`config.mk`:
```
export PLATFORM = sky130hd
export DESIGN_NAME = imem_fetch_ctrl
export DESIGN_NICKNAME = d
export VERILOG_FILES = /design/src/rtl/imem_fetch_ctrl.sv
export SDC_FILE = /design/constraint.sdc
export NUM_CORES = 1
export LEC_CHECK = 0
export ABC_AREA = 1
export ABC_CLOCK_PERIOD_IN_PS = 4500
export BUFFER_PORTS_ARGS = -buffer_cell sky130_fd_sc_hd__buf_4
export CAP_MARGIN = 20
export CORE_MARGIN = 2
export CORE_UTILIZATION = 54
export CTS_BUF_LIST = sky130_fd_sc_hd__clkbuf_16
export DETAILED_ROUTE_END_ITERATION = 8
export PLACE_DENSITY = 0.86
export REMOVE_ABC_BUFFERS = 1
export SLEW_MARGIN = 15
export SYNTH_ARGS = -nofsm -noshare
export SYNTH_HDL_FRONTEND = slang
export SYNTH_SLANG_ARGS = --single-unit
```
`constraint.sdc`:
```
create_clock -name clk -period 4.5 [get_ports clk]
set_input_delay 0.225 -clock clk [delete_from_list [all_inputs] [get_ports clk]]
set_output_delay 0.225 -clock clk [all_outputs]
set_load 0.005 [all_outputs]
```
`src/rtl/imem_fetch_ctrl.sv`:
```
// imem_fetch_ctrl: boot-loads instruction memory from a valid/ready stream, then sequences the fetch PC
module imem_fetch_ctrl #(
  parameter int          ADDR_WIDTH = 10,
  parameter logic [31:0] RESET_PC   = 32'h0000_0000
) (
  input  logic                  clk,
  input  logic                  rst_n,
  input  logic                  load_valid,
  output logic                  load_ready,
  input  logic [31:0]           load_data,
  input  logic                  load_last,
  output logic                  imem_we,
  output logic [ADDR_WIDTH-1:0] imem_waddr,
  output logic [31:0]           imem_wdata,
  input  logic                  stall,
  input  logic                  branch_taken,
  input  logic [31:0]           branch_target,
  input  logic                  restart,
  output logic [31:0]           fetch_pc,
  output logic                  fetch_valid,
  output logic [ADDR_WIDTH:0]   prog_len,
  output logic                  halted,
  output logic                  load_err,
  output logic                  misalign_err
);
  typedef enum logic [1:0] {LOAD = 2'd0, RUN = 2'd1, HALT = 2'd2} state_t;
  state_t                state_q, state_d;
  logic [ADDR_WIDTH-1:0] wptr_q, wptr_d;
  logic [ADDR_WIDTH:0]   len_q, len_d;
  logic [31:0]           pc_q, pc_d, pc_nxt;
  logic                  lerr_q, lerr_d, mis_q, mis_d;
  logic                  hs, cur_in, nxt_in;
  logic [29:0]           len_ext;
  assign len_ext    = {{(29 - ADDR_WIDTH){1'b0}}, len_q};
  assign hs         = load_valid & load_ready;
  assign pc_nxt     = branch_taken ? {branch_target[31:2], 2'b00} : stall ? pc_q : pc_q + 32'd4;
  assign cur_in     = pc_q[31:2] < len_ext;
  assign nxt_in     = pc_nxt[31:2] < len_ext;
  assign load_ready = state_q == LOAD;
  assign imem_we    = hs;
  assign imem_waddr = wptr_q;
  assign imem_wdata = load_data;
  assign fetch_pc   = pc_q;
  assign fetch_valid = (state_q == RUN) & cur_in;
  assign prog_len   = len_q;
  assign halted     = state_q == HALT;
  assign load_err   = lerr_q;
  assign misalign_err = mis_q;
  // next-state: load writes and overflow in LOAD, PC sequencing and halt detection in RUN, restart from HALT
  always_comb begin
    state_d = state_q;
    wptr_d  = wptr_q;
    len_d   = len_q;
    pc_d    = pc_q;
    lerr_d  = lerr_q;
    mis_d   = mis_q;
    unique case (state_q)
      LOAD: if (hs) begin
        wptr_d = wptr_q + 1'b1;
        len_d  = len_q + 1'b1;
        if (load_last || (&wptr_q)) begin
          state_d = RUN;
          pc_d    = RESET_PC;
          lerr_d  = lerr_q | ~load_last;
        end
      end
      RUN: begin
        pc_d    = pc_nxt;
        mis_d   = mis_q | (branch_taken & (branch_target[1:0] != 2'b00));
        state_d = ((branch_taken | ~stall) & ~nxt_in) ? HALT : RUN;
      end
      HALT: if (restart) begin
        state_d = LOAD;
        wptr_d  = '0;
        len_d   = '0;
        pc_d    = RESET_PC;
      end
      default: state_d = LOAD;
    endcase
  end
  // state register with synchronous active-low reset; memory contents are left untouched
  always_ff @(posedge clk) begin
    if (!rst_n) begin
      state_q <= LOAD;
      wptr_q  <= '0;
      len_q   <= '0;
      pc_q    <= RESET_PC;
      lerr_q  <= 1'b0;
      mis_q   <= 1'b0;
    end else begin
      state_q <= state_d;
      wptr_q  <= wptr_d;
      len_q   <= len_d;
      pc_q    <= pc_d;
      lerr_q  <= lerr_d;
      mis_q   <= mis_d;
    end
  end
endmodule

```
; ---- Yosys cells after proc, flatten, opt, wreduce, memory -nomap -nowiden
; Index checks and enable logic that the tools add are counted.
[totals]
ff_bits = 57
latchBits = 0
mem_bits_rw = 0
rom_bits = 0
inputBits = 71
output_inout_bits = 91
wordCells = 56
mem_count = 0
[op_classes]
n_addsub = 3
mul = 0
div = 0
n_lt_le_gt_ge = 2
n_eq_ne = 6
shifts = 0
mux = 17
bitwise_logic = 10
n_reduce_logical = 11
[op_table]
columns = cell, n
row1 = 32-bit two-way mux, 5
row2 = 32-bit one-hot mux with 3 select lines, 1
row3 = 30-bit by 11-bit < comparator with 1-bit output, 2
row4 = "32-bit by 3-bit adder with 32-bit output, second input constant", 1
row5 = 11-bit two-way mux, 2
row6 = 11-bit one-hot mux with 2 select lines, 1
row7 = 10-bit two-way mux, 2
row8 = 10-bit one-hot mux with 2 select lines, 1
row9 = "11-bit by 1-bit adder with 11-bit output, second input constant", 1
row10 = "10-bit by 1-bit adder with 10-bit output, second input constant", 1
row11 = 10-bit AND reduction, 1
row12 = 3-bit AND reduction, 3
row13 = 2-bit two-way mux, 4
row14 = 2-bit one-hot mux with 3 select lines, 1
row15 = 5-bit AND reduction, 1
row16 = 1-bit AND, 4
row17 = "2-bit by 1-bit inequality test with 1-bit output, second input constant", 2
row18 = 4-bit AND reduction, 1
row19 = 2-bit nonzero test, 2
row20 = "3-bit inequality test, second input constant", 1
row21 = 1-bit inverter, 3
row22 = 1-bit OR, 3
row23 = 3-bit nonzero test, 1
row24 = "2-bit by 1-bit equality test with 1-bit output, second input constant", 1
row25 = other kinds (4), 4

; ---- Longest topological paths before layout
; Gate-level depths: netlist of the first run.
[depth]
depth_word = 8
mapped_depth = 23
ltp_nobuf = 23

; ---- Worst setup path after synthesis of the first run
; Ideal clock, no wire load.
[synth_path]
path_kind = reg2reg
from = register pc_q[3] (netlist: fetch_pc[3])
to = register state_q[1]
setup_time_ps = 132
arrival_time_ps = 2386
required_time_ps = 4368
path_slack_ps = 1982
path_stages_with_launch = 24
path_buffers = 0
synth_period_minus_slack_ps = 2518
cell_sequence = dfxtp_1 > ha_1 > nand2_1 > nor2_2 > inv_1 > nor2_1 > inv_1 > a21oi_1 > o21ai_0 > o21ai_0 > inv_1 > ha_1 > nand2_1 > nor2_1 > a211oi_1 > nand2_1 > nand2_1 > nand2_1 > nand2_1 > nand3_1 > nor2_1 > nand2_1 > nand3_1 > a21oi_1
[synth_between]
elab_chain_cells = 8
[synth_rtl]
columns = element, line
row1 = "start, declared", 30  ; logic [31:0] pc_q, pc_d, pc_nxt;
row2 = "start signal, assigned", 94  ; pc_q <= pc_d;
row3 = 32-bit by 3-bit adder with 32-bit output, 36  ; assign pc_nxt = branch_taken ? {branch_target[31:2], 2'b00} : stall ? pc_q : pc_q + 32'd4;
row4 = 32-bit two-way mux * (2 in series), 36
row5 = 30-bit by 11-bit < comparator with 1-bit output *, 38  ; assign nxt_in = pc_nxt[31:2] < len_ext;
row6 = 1-bit inverter *, 70  ; state_d = ((branch_taken | ~stall) & ~nxt_in) ? HALT : RUN;
row7 = 1-bit AND *, 70
row8 = 2-bit two-way mux *, 70
row9 = 2-bit one-hot mux with 3 select lines *, 57  ; unique case (state_q)
row10 = "end signal, assigned", 91  ; state_q <= state_d;
row11 = "end, declared", 27  ; state_t state_q, state_d;
; Mark *: on every way between the ends. The rest lies on a longest branch, timed or not. The select of a mux whose other input is x is not followed.
; A chain may end at the register's enable or synchronous reset.

; ---- Worst setup path after layout of the first run
; Same ends and word-level chain as after synthesis.

==> results of run 1 <==
worst max-delay path by stage:
stage / depth (start not counted) / startpoint / slack (ps) / end
finish: 23 / fetch_pc[3]$_SDFFE_PN0P_ / 1500 / state_q[1]$_SDFFE_PN0P_
global route: 23 / fetch_pc[3]$_SDFFE_PN0P_ / 1210 / state_q[1]$_SDFFE_PN0P_
CTS: 23 / fetch_pc[3]$_SDFFE_PN0P_ / 1550 / state_q[1]$_SDFFE_PN0P_
detailed placement: 17 / branch_taken / 1520 / state_q[1]$_SDFFE_PN0P_
global placement: 17 / branch_taken / 1600 / state_q[1]$_SDFFE_PN0P_
floorplan: 23 / fetch_pc[3]$_SDFFE_PN0P_ / 1950 / state_q[1]$_SDFFE_PN0P_
metrics by stage:
| step | util (%) | power [mW] | cell area, um2 | hold slack [ps] |
|---|---|---|---|---|
| floorplan | - | 0.697 | 4000 | 363 |
| global placement | 62.7 | 0.814 | 4870 | 439 |
| detailed placement | 62.7 | 0.823 | 4870 | 443 |
| CTS | 64.7 | 1.23 | 5020 | 197 |
| global route | 65.0 | 1.30 | 5050 | 203 |
| finish | 65.0 | 1.24 | 5050 | 194 |
cell type report:
| class | count | area [um2] |
|---|---|---|
| Clock buffer | 5 | 125 |
| Clock inverter | 3 | 31.3 |
| Fill cell | 726 | 2720 |
| Inverter | 71 | 267 |
| Multi-Input combinational cell | 522 | 2640 |
| Sequential cell | 55 | 1100 |
| Tap cell | 102 | 128 |
| Timing Repair Buffer | 99 | 763 |
cells by family after synthesis:
group,share of synthesized area [%]
buf+inv,14.3
flops,25.3
fa+ha+maj,6.61
other cells,0.0862
xor+xnor,1.01
compound gates,11.9
simple gates,40.7
critical path: cells and delay by family (launching register included):
| kind | cells | cell delay, ps |
|---|---|---|
| simple gates | 13 | 1140 |
| compound gates | 5 | 560 |
| fa+ha+maj | 2 | 490 |
| flops | 1 | 440 |
| buf+inv | 3 | 240 |
flip-flops by register name, summed over array words and instances, names as in the netlist:
signal and flops:
imem_waddr 10, misalign_err 1, fetch_pc 30, prog_len 11, load_err 1, state_q 2
power breakdown:
part	internal (mW)	switching (mW)	leakage, nW
registers	0.506	0.0336	0.446
logic	0.118	0.161	1.65
clock network	0.216	0.205	0.0778
total	0.841	0.400	2.18
cell usage after synthesis, types with 3 or more instances:
cell	instances
nor2_1	64
nand3b_1	4
a21oi_1	63
xor2_1	4
inv_1	68
nor2_4	5
a31oi_1	3
nor3_1	16
nand3_1	48
nand4_1	17
o21a_1	3
o21ai_1	3
ha_1	23
nor4_1	4
nor3b_1	5
nand2_2	6
buf_2	9
o21ai_0	17
nand2_1	206
or2_2	6
buf_4	35
nor2_2	9
dfxtp_1	55
clkbuf_1	10
placed cells by master (no fill, tap or decap), drive strengths merged, types with 2 or more instances in the layout:
cell type / synthesis / layout
o21a: 3 / 3
conb: 1 / 2
o211ai: 2 / 2
nand3: 48 / 48
clkinv: 1 / 2
ha: 23 / 23
nor3b: 5 / 5
nor3: 16 / 16
nor2: 79 / 79
nand4: 17 / 17
a21oi: 63 / 63
a21o: 2 / 2
a211oi: 2 / 2
dfxtp: 55 / 55
nand3b: 4 / 4
o21ai: 20 / 20
nor4: 5 / 5
buf: 45 / 99
inv: 70 / 72
nand2: 212 / 212
a31oi: 3 / 3
or2: 6 / 6
xor2: 4 / 4
clkbuf: 10 / 5
per-layer routing:
metal  up-vias  wire length (um)  track usage (%)
met3        21              1450             9.87
li1       2353                 -                -
met4         2               170             5.56
met1      2205              5750             40.8
met2       239              5660             41.5
met5         -                39             3.85
==> impl_metrics.py, run 1 <==
metrics = {
    "run_status": {
        "status": "complete, no violations",
    },
    "critical_path": {
        "r2r-start": "fetch_pc[3]$_SDFFE_PN0P_",
        "critPathCaptureType": "flip-flop",
        "r2r_cells": 23,
        "path_common_cell": "nand2_1",
        "reg2reg_to": "state_q[1]$_SDFFE_PN0P_",
        "reg2reg_slack_ps": 1500,
        "cp.arrival_ps": 3180,
        "slowest_stage": "dfxtp_1",
        "slowest_delay_ps": 440,
        "required_ps": 4680,
        "path_cells": "ha_1 > nand2_1 > nor2_2 > inv_1 > nor2_1 > inv_1 > a21oi_1 > o21ai_0 > o21ai_0 > inv_1 > ha_1 > nand2_1 > nor2_1 > a211oi_1 > nand2_1 > nand2_1 > nand2_1 > nand2_1 > nand3_1 > nor2_1 > nand2_1 > nand3_1 > a21oi_1",
        "path_class": "reg2reg",
        "cp_max_fo": 6,
        "start_kind": "flip-flop",
    },
    "synth": {
        "syn_inst": 702,
        "synth-edff-count": 0,
        "ys_seq_area_share_pct": 25.3,
        "synth.distinct_cells": 39,
        "synthesis.area_um2": 4350,
        "netlist.area_leader.share_pct": 25.3,
        "ys_ff_latch": 55,
        "synth_top_area_cell": "dfxtp_1",
        "synth_area_leaders": "dfxtp_1 25%, nand2_1 18%, a21oi_1 7.2%, ha_1 6.6%, buf_4 6.0%",
        "avgSynthCellArea_um2": 6.20,
        "synthArstFlopShare_pct": 0,
        "yosysWarnings": 0,
        "ys.flop_type": "dfxtp_1",
    },
    "global_routing": {
        "overflow": 0,
        "grt_pass1_wl_um": 20100,
        "grt_pass1_vias": 4125,
        "grt_max_degree": 36,
        "grt_usage_pct": 28.6,
        "grt_antenna_before_repair": 0,
    },
    "pwr": {
        "peakVddDrop_v": 0.000158,
        "pwr_density_cell_nw_per_um2": 246,
        "leakage_nw": 2.18,
    },
    "detailed_routing": {
        "wl_per_cell_um": 15.2,
        "dr.pass1.iters": 5,
        "wl_um": 13100,
        "route.detailed.drc": 0,
        "drtIter0Drc": 427,
        "routed_via_density": 5.62,
        "vias": 4820,
        "ant_nets": 0,
    },
    "cts": {
        "root_buffer": "clkbuf_16",
        "cts_buffers": 5,
        "insertion_delay_ps": 300,
        "cts_tree": "done",
        "post_cts_buffers": 0,
        "htree_levels": 2,
        "clockBufferDepth": 2,
        "ctsHoldBuffers": 0,
        "clock-sinks": 55,
        "postCtsResizedCells": 0,
        "clk_pin_slew_ps": 80,
    },
    "die": {
        "rows": 32,
        "dieArea_um2": 8790,
        "start_util_pct": 56.0,
        "die_w_um": 93.8,
        "ios": 162,
        "fp.dieH_um": 93.8,
        "core_um2": 7770,
    },
    "hold_path": {
        "hold_end": "prog_len[0]$_SDFFE_PN0P_",
        "worstHoldStart": "rst_n",
        "hold_path_class": "in2reg",
        "min_path_cells": 3,
    },
    "layout": {
        "area_growth_pct": 16.1,
        "num_antenna_cells": 0,
        "final_cells": 857,
        "drive_above_1_share_pct": 18.4,
        "nNetsFinal": 848,
    },
    "job": {
        "maxCapViolCount": 0,
    },
    "timing": {
        "tightestPinTransition_ps": 809,
        "setup_viol": 0,
        "final.setup_skew_ps": 11.1,
        "report.final.slew_viol_count": 0,
        "fmax_ghz": 0.334,
        "grt_setup_unrepaired": "false",
        "relSlewSlack_pct": 46.0,
        "fin_crit_ps": 3000,
        "final_hold_viol_count": 0,
        "min_period_over_period_pct": 66.6,
        "layout_setup_ws_ps": 1500,
        "timing.setup.tns_ps": 0,
    },
    "placement": {
        "dp_hpwl_um": 9900,
        "io_buffer_count": 95,
        "dp.cells": 848,
        "pre_cts_slack_ps": 1520,
        "gp_congestion": 0.908,
    },
}
Power figures use the tool's default switching activity.
==> run 2, diff against run 1 <==
- ABC_AREA: 1 -> 0
- ABC_CLOCK_PERIOD_IN_PS: 4500 -> 2850
- CORE_UTILIZATION: 54 -> 49
- PLACE_DENSITY: 0.86 -> 0.81
- clock period: 4.5 -> 2.85 ns (I/O delays scaled with it)
==> run 2 against run 1 <==
  * The run now ends with negative setup slack left
  * Design area up 4.4%
  * Via count is 6.5% lower
  * Hold slack lost 76 ps
  * Fmax is 18% lower
  * Synthesized cell count decreased by 24%
  * Utilization up 2.5 points
  * Clock-buffer cell count stayed put
  * Sequential share of layout area decreased by 0.86 points
  * Largest cell class unchanged
==> impl_metrics.py, run 2 <==
metrics = {
    "pwr": {
        "leakage_nw": 2.28,
        "switching_power_mw": 0.531,
        "pwr_density_cell_nw_per_um2": 364,
        "peakVddDrop_v": 0.000280,
        "p_comb_share_pct": 20.4,
        "p_sw_share_pct": 27.7,
        "internal-power_mw": 1.39,
        "p_seq_share_pct": 42.1,
        "clkPwrFrac_pct": 37.5,
    },
    "timing": {
        "report.final.slew_viol_count": 0,
        "layout_setup_ws_ps": -784,
        "min_period_over_period_pct": 128,
        "tightestPinTransition_ps": 591,
        "fmax_ghz": 0.275,
        "final_hold_viol_count": 0,
        "setup_viol": 2,
        "timing.setup.tns_ps": -1540,
        "grt_setup_unrepaired": "true",
        "relSlewSlack_pct": 60.5,
        "final.setup_skew_ps": 6.21,
        "fin_crit_ps": 3630,
    },
    "synth": {
        "yosys.cell_count.top_type": "nor2_1",
        "ys_top_cells_by_count": "80 x nor2_1, 56 x nand2_1, 55 x dfxtp_1",
        "syn_inst": 533,
        "synth-edff-count": 0,
        "synthesis.area_um2": 4000,
        "yosysWarnings": 0,
        "synth_area_leaders": "dfxtp_1 28%, nor2_1 7.5%, ha_1 7.2%, buf_4 6.4%, xnor2_1 5.5%",
        "avgSynthCellArea_um2": 7.50,
        "synth.distinct_cells": 55,
        "netlist.area_leader.share_pct": 27.6,
        "ys_ff_latch": 55,
        "synth_top_area_cell": "dfxtp_1",
        "ys.flop_type": "dfxtp_1",
        "synthArstFlopShare_pct": 0,
        "ys_seq_area_share_pct": 27.6,
    },
    "placement": {
        "gp_congestion": 0.919,
        "dp_hpwl_um": 10300,
        "io_buffer_count": 95,
        "dpl_cell_area_um2": 5010,
    },
    "critical_path": {
        "start_kind": "flip-flop",
        "reg2reg_slack_ps": -780,
        "cp_max_fo": 4,
        "required_ps": 3060,
        "critPathCaptureType": "flip-flop",
        "r2r-start": "fetch_pc[3]$_SDFFE_PN0P_",
        "path_class": "reg2reg",
        "r2r_cells": 13,
        "crit_end": "state_q[0]$_SDFFE_PN0P_",
        "cp.arrival_ps": 3850,
        "reg2reg_to": "state_q[0]$_SDFFE_PN0P_",
        "startpoint": "fetch_pc[3]$_SDFFE_PN0P_",
    },
    "detailed_routing": {
        "routed_via_density": 5.98,
        "ant_nets": 0,
        "wl_um": 13900,
        "vias": 4506,
        "drtIter0Drc": 394,
        "route.detailed.drc": 0,
        "wl_per_cell_um": 18.4,
        "dr.pass1.iters": 5,
    },
    "layout": {
        "final_cell_mix": "165 x buf_4, 78 x nor2_1, 56 x nand2_1, 53 x dfxtp_1",
        "nNetsFinal": 744,
        "fillCellCount": 670,
        "area_growth_pct": 31.9,
        "seq_area_um2": 1100,
        "largest_reg_flops": 30,
        "drive_above_1_share_pct": 30.4,
        "num_antenna_cells": 0,
        "final_area_um2": 5270,
        "utilization_pct": 67.5,
        "layout_commonest_cell": "buf_4",
        "multi_input_area_um2": 2530,
    },
    "global_routing": {
        "grt_usage_pct": 31.6,
        "grt_pass1_vias": 4310,
        "grt_max_degree": 39,
        "grt_pass1_wl_um": 22000,
        "grt_antenna_before_repair": 0,
        "overflow": 0,
    },
    "cts": {
        "root_buffer": "clkbuf_16",
        "clock-sinks": 55,
        "insertion_delay_ps": 300,
        "htree_levels": 2,
        "ctsHoldBuffers": 0,
        "clockBufferDepth": 2,
        "clk_pin_slew_ps": 70,
        "cts_tree": "done",
        "cts_buffers": 5,
    },
    "hold_path": {
        "hold_path_class": "in2reg",
        "worstHoldStart": "rst_n",
    },
    "die": {
        "core_um2": 7810,
        "start_util_pct": 51.2,
        "rows": 32,
        "fp.dieH_um": 94.3,
        "dieArea_um2": 8890,
        "ios": 162,
        "die_w_um": 94.3,
    },
    "run_status": {
        "status": "complete, but fails checks",
        "failed_checks": "negative setup slack",
    },
    "job": {
        "maxCapViolCount": 0,
    },
}
-- run 2: cell count changes after synthesis, moves of 7 or more --
cell,previous run,this run
a22oi_1,0,17
or3_1,1,8
clkbuf_1,10,17
nand3_1,48,12
nor2_1,64,80
a21oi_1,63,31
o21ai_0,17,33
nor2_2,9,1
xnor2_1,1,25
inv_1,68,16
xor2_1,4,11
nand2_1,206,56
-- run 2: repair_timing --
| action | CTS | global route |
|---|---|---|
| resized for setup | 9 | 9 |
| setup endpoints to repair | 2 | 3 |
| setup buffers | 1 | 1 |
| pin swaps | 9 | 4 |
-- run 2: final cells by class --
| class | instances | area share [%] |
|---|---|---|
| clock buffer | 5 | 2.37 |
| clock inverter | 3 | 0.831 |
| inverter | 17 | 1.21 |
| multi-input combinational | 404 | 48.1 |
| sequential | 55 | 20.9 |
| tap | 102 | 2.42 |
| timing repair buffer | 167 | 24.2 |
-- run 2: cell families (layout without fill, tap and decap cells) --
| family | Yosys count | count (layout) | share of synthesized area (%) |
|---|---|---|---|
| compound gates | 112 | 112 | 18.0 |
| xor+xnor | 36 | 36 | 7.89 |
| fa+ha+maj | 23 | 23 | 7.20 |
| buf+inv | 75 | 192 | 10.5 |
| flops | 55 | 55 | 27.6 |
| mux | 6 | 6 | 1.57 |
| other cells | 1 | 2 | 0.0939 |
| simple gates | 225 | 225 | 27.2 |
-- run 2: through the flow --
stage,cells,setup slack (ps),hold WS [ps],power (mW)
final,753,-784,118,1.92
after global routing,753,-922,134,1.99
after CTS,751,-781,116,1.90
after detailed placement,742,-1060,285,1.19
after global placement,742,-942,285,1.18
after floorplan,476,-1110,285,1.00
-- run 2: critical path, stage by stage (launching register included) --
cell and delay (ps):
dfxtp_2 370, ha_4 150, nand4_1 90, or4b_4 550, xor2_1 250, o21ai_2 110
ha_2 180, a21o_1 160, a21oi_2 110, o211ai_1 90, a311o_1 280, or4_1 420
or4b_4 550, a311oi_2 240
-- run 2: worst min path at each step --
| stage | cells after the start | to | slack [ps] |
|---|---|---|---|
| 4_1_cts | 2 | state_q[1]$_SDFFE_PN0P_ | 120 |
| 3_3_place_gp | 0 | imem_wdata[8] | 290 |
| 5_1_grt | 2 | state_q[1]$_SDFFE_PN0P_ | 130 |
| 6_report | 2 | state_q[1]$_SDFFE_PN0P_ | 120 |
| 2_1_floorplan | 0 | imem_wdata[0] | 290 |
| 3_5_place_dp | 0 | imem_wdata[8] | 290 |
-- run 2: power by group through the flow --
stage          combinational, mW  clock, mW  sequential, mW
6_report                   0.392      0.719           0.808
3_3_place_gp               0.361          0           0.823
4_1_cts                    0.372      0.722           0.807
3_5_place_dp               0.367          0           0.825
5_1_grt                    0.427      0.753           0.811
2_1_floorplan              0.172          0           0.832
-- run 2: routing by layer --
metal	share of wire [%]	GRT usage (%)	wire length, um
met3	12	11.8	1650
met1	41	39.9	5640
met4	2.8	9.90	382
met5	0.60	8.33	83
met2	44	49.3	6130
